===== src/rtl/buffer_window_reader_if.sv =====
// Buffer-read and window-output handshakes for buffer_window_reader.
// master = the reader block; slave = buffer plus downstream consumer.
interface buffer_window_reader_if #(
  parameter int PAR_READ = 1,
  parameter int BITS     = 16,
  parameter int WINDOW   = 4
);
  logic                     buf_valid;
  logic [BITS*PAR_READ-1:0] buf_dout;
  logic                     buf_read_en;
  logic [BITS*WINDOW-1:0]   win_data;
  logic                     win_valid;
  logic                     win_ready;

  modport master (
    input  buf_valid, buf_dout, win_ready,
    output buf_read_en, win_data, win_valid
  );
  modport slave (
    output buf_valid, buf_dout, win_ready,
    input  buf_read_en, win_data, win_valid
  );
endinterface


===== src/rtl/buffer_window_reader.sv =====
// Drains a parallel circular buffer into WINDOW-element windows, `length` windows per start.
// Optional macro SLIDING_WINDOW_EN: consecutive windows overlap with stride PAR_READ.
module buffer_window_reader #(
  parameter int PAR_READ = 1,
  parameter int BITS     = 16,
  parameter int WINDOW   = 4,
  parameter int CNT_W    = 16
) (
  input  logic                   clk,
  input  logic                   rst,
  input  logic                   start,
  input  logic [CNT_W-1:0]       length,
  output logic                   busy,
  output logic                   done,
  buffer_window_reader_if.master bus
);
  localparam int FW = $clog2(WINDOW + 1);
  localparam logic [FW-1:0] STEP = FW'(PAR_READ);
  localparam logic [FW-1:0] FULL = FW'(WINDOW);
`ifdef SLIDING_WINDOW_EN
  // Keep the window; one more read yields the next overlapping window.
  localparam logic [FW-1:0] REFILL = FW'(WINDOW - PAR_READ);
`else
  localparam logic [FW-1:0] REFILL = '0;
`endif

  typedef enum logic [1:0] {IDLE, FILL, PRESENT, DONE} state_t;

  state_t                 state;
  logic [BITS*WINDOW-1:0] window;
  logic [BITS*WINDOW-1:0] shifted;
  logic [FW-1:0]          fill;
  logic [CNT_W-1:0]       remaining;
  logic                   win_valid_q;

  assign bus.buf_read_en = (state == FILL) && bus.buf_valid;
  assign bus.win_data    = window;
  assign bus.win_valid   = win_valid_q;

  // New elements enter at the top so element 0 ends up the oldest.
  generate
    if (WINDOW == PAR_READ) begin : g_full
      assign shifted = bus.buf_dout;
    end else begin : g_shift
      assign shifted = {bus.buf_dout, window[BITS*WINDOW-1:BITS*PAR_READ]};
    end
  endgenerate

  always_ff @(posedge clk or posedge rst) begin
    if (rst) begin
      state       <= IDLE;
      window      <= '0;
      fill        <= '0;
      remaining   <= '0;
      win_valid_q <= 1'b0;
      busy        <= 1'b0;
      done        <= 1'b0;
    end else begin
      case (state)
        IDLE: if (start) begin
          busy <= 1'b1;
          if (length != '0) begin
            remaining <= length;
            fill      <= '0;
            state     <= FILL;
          end else begin
            done  <= 1'b1;
            state <= DONE;
          end
        end
        FILL: if (bus.buf_read_en) begin
          window <= shifted;
          fill   <= fill + STEP;
          if (fill + STEP == FULL) begin
            win_valid_q <= 1'b1;
            state       <= PRESENT;
          end
        end
        PRESENT: if (bus.win_ready) begin
          win_valid_q <= 1'b0;
          remaining   <= remaining - CNT_W'(1);
          if (remaining == CNT_W'(1)) begin
            fill  <= '0;
            done  <= 1'b1;
            state <= DONE;
          end else begin
            fill  <= REFILL;
            state <= FILL;
          end
        end
        DONE: begin
          done  <= 1'b0;
          busy  <= 1'b0;
          state <= IDLE;
        end
        default: state <= IDLE;
      endcase
    end
  end
endmodule


===== src/flat_wrapper.sv =====
// flat-port wrapper written by rule: the top's interface ports become plain ports
module buffer_window_reader_flat 
#(
  parameter int PAR_READ = 1,
  parameter int BITS     = 16,
  parameter int WINDOW   = 4,
  parameter int CNT_W    = 16
)
  (clk, rst, start, length, busy, done, bus_buf_valid, bus_buf_dout, bus_win_ready, bus_buf_read_en, bus_win_data, bus_win_valid);
  buffer_window_reader_if #(.PAR_READ(PAR_READ), .BITS(BITS), .WINDOW(WINDOW)) bus_i ();
  input  logic clk;
  input  logic rst;
  input  logic start;
  input  logic [CNT_W-1:0] length;
  output logic busy;
  output logic done;
  input wire logic [$bits(bus_i.buf_valid)-1:0] bus_buf_valid;
  input wire logic [$bits(bus_i.buf_dout)-1:0] bus_buf_dout;
  input wire logic [$bits(bus_i.win_ready)-1:0] bus_win_ready;
  output wire logic [$bits(bus_i.buf_read_en)-1:0] bus_buf_read_en;
  output wire logic [$bits(bus_i.win_data)-1:0] bus_win_data;
  output wire logic [$bits(bus_i.win_valid)-1:0] bus_win_valid;
  assign bus_i.buf_valid = bus_buf_valid;
  assign bus_i.buf_dout = bus_buf_dout;
  assign bus_i.win_ready = bus_win_ready;
  assign bus_buf_read_en = bus_i.buf_read_en;
  assign bus_win_data = bus_i.win_data;
  assign bus_win_valid = bus_i.win_valid;
  buffer_window_reader #(.PAR_READ(PAR_READ), .BITS(BITS), .WINDOW(WINDOW), .CNT_W(CNT_W)) u_core (.clk(clk), .rst(rst), .start(start), .length(length), .busy(busy), .done(done), .bus(bus_i));
endmodule

===== config.mk =====
export PLATFORM = sky130hd
export DESIGN_NAME = buffer_window_reader_flat
export DESIGN_NICKNAME = d
export VERILOG_FILES = /design/src/rtl/buffer_window_reader_if.sv /design/src/rtl/buffer_window_reader.sv /design/src/flat_wrapper.sv
export SDC_FILE = /design/constraint.sdc
export NUM_CORES = 1
export LEC_CHECK = 0
export BUFFER_PORTS_ARGS = -buffer_cell sky130_fd_sc_hd__buf_2
export CAP_MARGIN = 20
export CORE_ASPECT_RATIO = 1.4
export CORE_MARGIN = 4
export CORE_UTILIZATION = 53
export CTS_CLUSTER_DIAMETER = 150
export DETAILED_ROUTE_END_ITERATION = 12
export GPL_ROUTABILITY_DRIVEN = 0
export PLACE_DENSITY = 0.8
export SYNTH_ARGS = -nofsm -noshare
export SYNTH_HDL_FRONTEND = slang
export SYNTH_SLANG_ARGS = --single-unit
export TNS_END_PERCENT = 100

===== constraint.sdc =====
create_clock -name clk -period 3 [get_ports clk]
set_input_delay 0.15 -clock clk [delete_from_list [all_inputs] [get_ports clk]]
set_output_delay 0.15 -clock clk [all_outputs]
set_load 0.005 [all_outputs]

### Word level (Yosys, flattened, before mapping)

Cells that the tools add are included.

* register bits after elaboration: 88
* input bits: 37
* output and inout bits: 68
* word-level logic and storage cells: 63

* add/sub/neg operators: 2
* equality and inequality tests: 12
* multiplexer cells: 27
* reductions and logical operators: 15

Operators by type and width (count)
* 16-bit two-way mux: 3
* 16-bit case mux with 2 select lines: 1
* 16-bit by 1-bit == test with 1-bit output, second input constant: 1
* 16-bit nonzero test: 1
* 16-bit by 1-bit subtractor with 16-bit output, second input constant: 1
* 2-bit two-way mux: 6
* 3-bit two-way mux: 4
* 4-bit AND reduction: 3
* 2-bit != test, second input constant: 5
* 5-bit AND reduction: 2
* 3-bit case mux with 3 select lines: 1
* 1-bit two-way mux: 8
* 2-bit case mux with 4 select lines: 1
* 2-bit nonzero test: 3
* 3-bit nonzero test: 2
* 2-bit == test, second input constant: 2
* 2-bit by 1-bit != test with 1-bit output, second input constant: 2
* 1-bit case mux with 2 select lines: 2
* 2-bit AND reduction: 2
* 3-bit by 1-bit adder with 3-bit output, second input constant: 1
* 3-bit == test, second input constant: 1
* 1-bit case mux with 3 select lines: 1
* 2-bit by 1-bit == test with 1-bit output, second input constant: 1
* 2-bit logical NOT: 1
* 1-bit logical AND: 1

### Depth between registers and ports, before layout

Gate-level depths: netlist of the first run.

* depth after elaboration: 5
* gate-level depth with buffers: 8
* mapped depth without buffers: 6

### Worst setup path before layout of the first run

No wires, ideal clock.

* path kind: register to register
* from: register u_core.remaining[0]
* to: register u_core.remaining[14]
* library setup time: 0.131 ns
* arrival: 1.759 ns
* data required time: 2.869 ns
* path slack: 1.110 ns
* stages on the path, launching flop included: 8
* path buffers: 1
* period minus slack after synthesis: 1.890 ns
* cells stage by stage: dfrtp_1 -> inv_1 -> ha_1 -> or3b_2 -> buf_4 -> nor4_4 -> a2bb2oi_2 -> o221ai_2

* longest elaborated chain between the ends: 3

Ends and longest elaborated chain
* start: declaration: RTL line buffer_window_reader.sv:33 `logic [CNT_W-1:0] remaining;`
* start signal: assignment: RTL line buffer_window_reader.sv:63 `remaining <= length;`
* start signal: assignment: RTL line buffer_window_reader.sv:81 `remaining <= remaining - CNT_W'(1);`
* 16-bit by 1-bit subtractor with 16-bit output: RTL line buffer_window_reader.sv:81
* 16-bit two-way mux: RTL line buffer_window_reader.sv:79 `PRESENT: if (bus.win_ready) begin`
* 16-bit case mux with 2 select lines: RTL line buffer_window_reader.sv:59 `case (state)`

Every way passes these cells. The select of a mux whose other input is x is not followed.
A chain may end at the register's enable or synchronous reset.

### Final worst setup path of the first run

* from: register u_core.state[0]
* to: output port bus_buf_read_en

* longest elaborated chain between the ends: 2

Ends and longest elaborated chain
* start: declaration: RTL line buffer_window_reader.sv:29 `state_t state;`
* start signal: assignment: RTL line buffer_window_reader.sv:51 `state <= IDLE;`
* start signal: assignment: RTL line buffer_window_reader.sv:65 `state <= FILL;`
* start signal: assignment: RTL line buffer_window_reader.sv:68 `state <= DONE;`
* 2-bit by 1-bit == test with 1-bit output: RTL line buffer_window_reader.sv:36 `assign bus.buf_read_en = (state == FILL) && bus.buf_valid;`
* 1-bit logical AND: RTL line buffer_window_reader.sv:36
* end: declaration: RTL line flat_wrapper.sv:20 `output wire logic [$bits(bus_i.buf_read_en)-1:0] bus_buf_read_en;`

Every way passes these cells.

==> impl_metrics.toml, run 1 <==
[run_status]
outcome = "completed"

[floorplanning]
placementRows = 37
num_io_pins = 105
dieArea_um2 = 9300
fp.dieH_um = 112
start_util_pct = 55.5
die-width_um = 82.6
core_area_um2 = 7450

[timing]
hold_violations = 0
setup_violations = 0
fin_skew_ps = 5.88
finalCriticalPeriod_ps = 2220
grt_setup_unrepaired = "false"
hold_ws_ps = 103
fin_crit_sh_pct = 74.1
maxSlewViolCount = 0
fmax_mhz = 450
slew_headroom_pct = 40.5
worst_pin_slew_ps = 892
tns_ps = 0

[critical_path]
worstSetupPathType = "reg2out"
cpPeakStageDelay_ps = 620
cp-start-kind = "register"
worst-endpoint-arrival_ps = 2070
critPathMaxFanout = 44
crit_path_top_delay_cell = "inv_2"
crit_chain = "nand3_2 > inv_2 > buf_2"
critPathCaptureType = "primary output"
required_ps = 2850

[synthesis]
synth_area_per_cell_um2 = 9.13
synth_area_um2 = 4130
synth.area.mux_share_pct = 0.757
yosys_warnings = 0
yosys-top-cells-area = "dfrtp_1 53%, nand2_1 18%, o2bb2ai_1 2.1%"
synth_cell_type_count = 54
ys.flop_type = "dfrtp_1"
syn_nets = 494
ys_seq_elements = 88
yosys.area_share.simple_pct = 26.6
synth-compound-area-share_pct = 12.1
synth_adder_area_share_pct = 1.21
ys_seq_area_share_pct = 53.3
synth_top_family_by_area = "simple AND/OR/NAND/NOR gates"
synth_async_sr_flop_share_pct = 100
synth-edff-count = 0
synth_top_area_share_pct = 53.3
synth_xor_area_share_pct = 0.212
yosysTopAreaCell = "dfrtp_1"
synthCells = 453

[cells_and_area]
final_common_cell = "nand2_1"
drive_gt1_share_pct = 25.2
num-nets-final = 605
multi_input_area_um2 = 1700
final_area_um2 = 5000
antenna_cells = 0
n_fill_cell = 599
area_delta_synth_final_pct = 21.0
layout_common_cells = "197 x nand2_1, 104 x buf_2, 88 x dfrtp_1, 17 x dlygate4sd3_1, 16 x nor2_1"
seq_area_um2 = 2200

[power]
power.internal_w = 0.00292
combPwrFrac_pct = 39.2
p_leak_nw = 2.64
p_switching_w = 0.00197
ir_worst_vdd_mv = 0.619
clock_power_share_pct = 16.3
p_per_area_nw_per_um2 = 978
p_sw_share_pct = 40.3
power_frac_seq_pct = 44.6

[clocking]
clk_path_buf_depth = 2
cts-buffers-inserted = 9
cts_tree = "built"
post_cts_resized = 0
worst_skew_pair.late_latency_ps = 350
cts-hold-fix-buffers = 17
cts.clk_slew.worst_paths_ps = 80
clockRootBuffer = "clkbuf_8"
clkSinkCount = 88
htree_levels = 3
cts_setup_buffers = 0

[route]
drcViolationCount = 0
vias = 3629
drt-total-wl_mm = 10.3
drt_iter0_markers = 221
vias_per_cell = 5.46
drtPass1Iterations = 5
ant_nets = 0
wire_per_inst_um = 15.5

[grt]
grt_max_degree = 56
grt_pass1_vias = 3598
antenna_found_initial = 0
grt_pass1_wl_mm = 17.0
gr-total-overflow = 0
grt_use_total_pct = 23.7

[worst_hold_path]
hp-class = "in2reg"

[placed_design]
dpl_cell_area_um2 = 4640
hpwl_mm = 7.05
numPortBuffers = 104

[run]
maxCapViolCount = 0
==> kinds of logic (layout without fill, tap and decap cells) <==
group / after synthesis / in the layout
simple gates: 254 / 254
flops: 88 / 88
compound gates: 64 / 64
buf+inv: 39 / 154
fa+ha+maj: 4 / 4
mux: 3 / 3
xor+xnor: 1 / 1
==> worst max-delay path, delay by kind of cell (launching register included) <==
family / cells / cell delay (ps)
flip-flops: 1 / 540
buffers and inverters: 2 / 850
AND/OR/NAND/NOR: 1 / 320
==> power groups by stage <==
| stage | combinational, W | sequential (W) | clock, W |
|---|---|---|---|
| detailed placement | 0.00190 | 0.00219 | 0 |
| CTS | 0.00192 | 0.00217 | 0.000816 |
| floorplan | 0.00127 | 0.00212 | 0 |
| global placement | 0.00183 | 0.00216 | 0 |
| global route | 0.00216 | 0.00225 | 0.000871 |
| finish | 0.00192 | 0.00218 | 0.000795 |
==> routing by layer <==
layer | vias to the layer above | GRT usage (%) | wire length, um
met5 | - | 0 | 0
met4 | 0 | 10.7 | 289
met3 | 27 | 6.50 | 599
met2 | 124 | 38.1 | 5260
met1 | 1732 | 29.2 | 4170
li1 | 1746 | - | -
==> final timing paths <==
path | from | endpoint | slack, ps | cells after the start
min | bus_win_ready | u_core.remaining[13] | 100 | 3
max reg2reg | u_core.state[0] | u_core.bus.win_data[10] | 900 | 5
max in group asynchronous | rst | u_core.remaining[9] | 1730 | 4
min in group asynchronous | rst | u_core.bus.win_data[10] | 500 | 3
min reg2reg | u_core.bus.win_data[4] | u_core.bus.win_data[4] | 480 | 2
max | u_core.state[0] | bus_buf_read_en | 780 | 3
==> cell type report <==
class	instances	area share [%]
clock buffer	12	2.90
timing repair buffer	130	15.2
tap	97	2.43
multi-input combinational	326	33.9
clock inverter	3	0.851
inverter	9	0.701
sequential	88	44.0
==> cell usage after synthesis, drive strengths merged (3+ instances only) <==
| cell type | number |
|---|---|
| a21oi | 13 |
| a22oi | 5 |
| a2bb2oi | 3 |
| a31oi | 5 |
| buf | 13 |
| clkbuf | 17 |
| dfrtp | 88 |
| ha | 4 |
| inv | 7 |
| nand2 | 197 |
| nand3 | 3 |
| nor2 | 16 |
| nor3 | 11 |
| nor4 | 10 |
| o21ai | 4 |
| o221ai | 9 |
| o2bb2ai | 10 |
| or3 | 3 |
| or4 | 3 |
==> flip-flops by register name, indices dropped and copies added, names as in the netlist <==
| register | flops |
|---|---|
| u_core.bus.win_valid | 1 |
| u_core.busy | 1 |
| u_core.state | 2 |
| u_core.bus.win_data | 64 |
| u_core.fill | 3 |
| u_core.done | 1 |
| u_core.remaining | 16 |
==> per-stage QoR <==
step | std cells | total power [W] | utilization (%) | worst slack [ps]
finish | 665 | 0.00489 | 67.1 | 776
global route | 665 | 0.00529 | 67.1 | 544
CTS | 665 | 0.00491 | 67.1 | 774
detailed placement | 633 | 0.00408 | 62.3 | 937
global placement | 633 | 0.00398 | 62.3 | 975
floorplan | 453 | 0.00339 | - | 571
(Power assumes the default switching activity.)
==> inputs of run 2 (changes only) <==
CORE_UTILIZATION = 48   (was 53)
PLACE_DENSITY = 0.76   (was 0.8)
clock period = 1.9 ns   (was 3 ns; I/O delays follow)
==> run 2 against run 1 <==
Compared with the run above: non-clock buffer count is 20 higher; combinational power increased by 80%; clock power increased by 120%; global-route usage decreased by 0.76 points; sequential cell count unchanged; critical endpoint is now u_core.remaining[10]; final cell count grew 3.9%; first-iteration DRC count grew 32%.
==> impl_metrics.toml, run 2 (synthesized netlist as in run 1, its figures left out) <==
[timing]
finalCriticalPeriod_ps = 1810
worst_pin_slew_ps = 636
maxSlewViolCount = 0
tns_ps = 0
hold_ws_ps = 64.8
fmax_mhz = 551
slew_headroom_pct = 57.5
hold_violations = 0
grt_setup_unrepaired = "true"
setup_violations = 0
fin_skew_ps = 4.24
fin_crit_sh_pct = 95.5

[clocking]
cts_tree = "built"
cts-buffers-inserted = 9
clk_path_buf_depth = 2
clockRootBuffer = "clkbuf_16"
clkSinkCount = 88
cts.clk_slew.worst_paths_ps = 60
worst_skew_pair.late_latency_ps = 330
htree_levels = 3

[cells_and_area]
area_delta_synth_final_pct = 29.8
drive_gt1_share_pct = 29.5
antenna_cells = 0
layout_common_cells = "197 x nand2_1, 104 x buf_2, 88 x dfrtp_1, 25 x buf_4, 17 x dlygate4sd3_1"
final_common_cell = "nand2_1"
largest_reg_flops = 64
num-nets-final = 625

[critical_path]
cp-start-kind = "register"
required_ps = 2120
worstSetupPathType = "reg2reg"
critPathMaxFanout = 8
critPathCaptureType = "register"
worst-endpoint-arrival_ps = 2030

[route]
vias_per_cell = 5.47
drtPass1Iterations = 8
ant_nets = 0
drcViolationCount = 0
vias = 3782
wire_per_inst_um = 16.2
drt-total-wl_mm = 11.2
drt_iter0_markers = 292

[worst_hold_path]
hp-class = "in2reg"

[power]
p_per_area_nw_per_um2 = 1610
ir_worst_vdd_mv = 0.856
p_leak_nw = 2.80
totalPowerFinal_w = 0.00866

[floorplanning]
placementRows = 39
core_area_um2 = 8300
dieArea_um2 = 10200
num_io_pins = 105
die-width_um = 86.4
start_util_pct = 49.8
fp.dieH_um = 118

[placed_design]
hpwl_mm = 7.67
numPortBuffers = 104

[grt]
gr-total-overflow = 0
grt_pass1_wl_mm = 18.6
grt_pass1_vias = 3850
antenna_found_initial = 0
grt_use_total_pct = 22.9
grt_max_degree = 51

[run_status]
outcome = "completed"

[run]
maxCapViolCount = 0
-- run 2: cell count changes in the layout (fill, tap and decap cells not counted), sizes merged --
cell and change:
buf +20, clkinv -1, clkinvlp +2
-- run 2: report_power, final --
group / internal, W / total [W] / switching [W] / leakage (nW)
logic: 0.00151 / 0.00346 / 0.00195 / 1.55
registers: 0.00270 / 0.00344 / 0.000739 / 1.11
clock network: 0.00106 / 0.00176 / 0.000699 / 0.139
-- run 2: worst max-delay path: stages, from the launching register on --
cell,delay (ps)
dfrtp_1,420
inv_2,80
ha_2,170
or3b_4,460
buf_4,170
nor3b_2,140
o221ai_1,120
o2bb2ai_1,150
-- run 2: metal layers --
metal / vias to the layer above / track usage, % / wire (um) / share of wire [%]
li1: 1788 / - / - / -
met2: 145 / 37.7 / 5770 / 52
met5: - / 0 / 0 / 0
met1: 1819 / 28.0 / 4290 / 38
met4: 0 / 10.6 / 386 / 3.5
met3: 30 / 5.32 / 740 / 6.6
-- run 2: area by class of cell --
| class | count | area (um2) |
|---|---|---|
| repair buffers | 150 | 941 |
| multi-input cells | 326 | 1760 |
| well taps | 102 | 128 |
| clock inverters | 4 | 53.8 |
| inverters | 9 | 37.5 |
| flip-flops and latches | 88 | 2200 |
| fillers | 657 | 2930 |
| clock buffers | 12 | 246 |
-- run 2: through the flow --
step / std cells / instance area, um2 / setup WS (ps) / utilization (%)
2_1_floorplan: 453 / 4140 / 9.88 / -
5_1_grt: 691 / 5370 / -34.4 / 64.7
3_5_place_dp: 657 / 4820 / -94.4 / 58.1
3_3_place_gp: 657 / 4820 / 7.70 / 58.1
4_1_cts: 690 / 5300 / 5.67 / 63.9
6_report: 691 / 5370 / 85.3 / 64.7
-- run 2: repair_timing --
action | in CTS | in global routing
gates cloned | 0 | 0
hold endpoints to repair | 38 | 0
buffers inserted | 0 | 1
hold buffers | 17 | 0
setup endpoints to repair | 6 | 9
resized for setup | 3 | 12
pin swaps | 0 | 3
-- run 2: worst paths after layout --
path,startpoint,endpoint,slack (ps),depth (start not counted)
worst max-delay path,u_core.remaining[0],u_core.remaining[10],90,7
worst min-delay path,bus_win_ready,u_core.remaining[13],60,3
worst max register to register,u_core.remaining[0],u_core.remaining[10],90,7
worst min register to register,u_core.bus.win_data[6],u_core.bus.win_data[6],470,2
max in group asynchronous,rst,u_core.bus.win_data[20],920,4
min in group asynchronous,rst,u_core.remaining[10],390,3
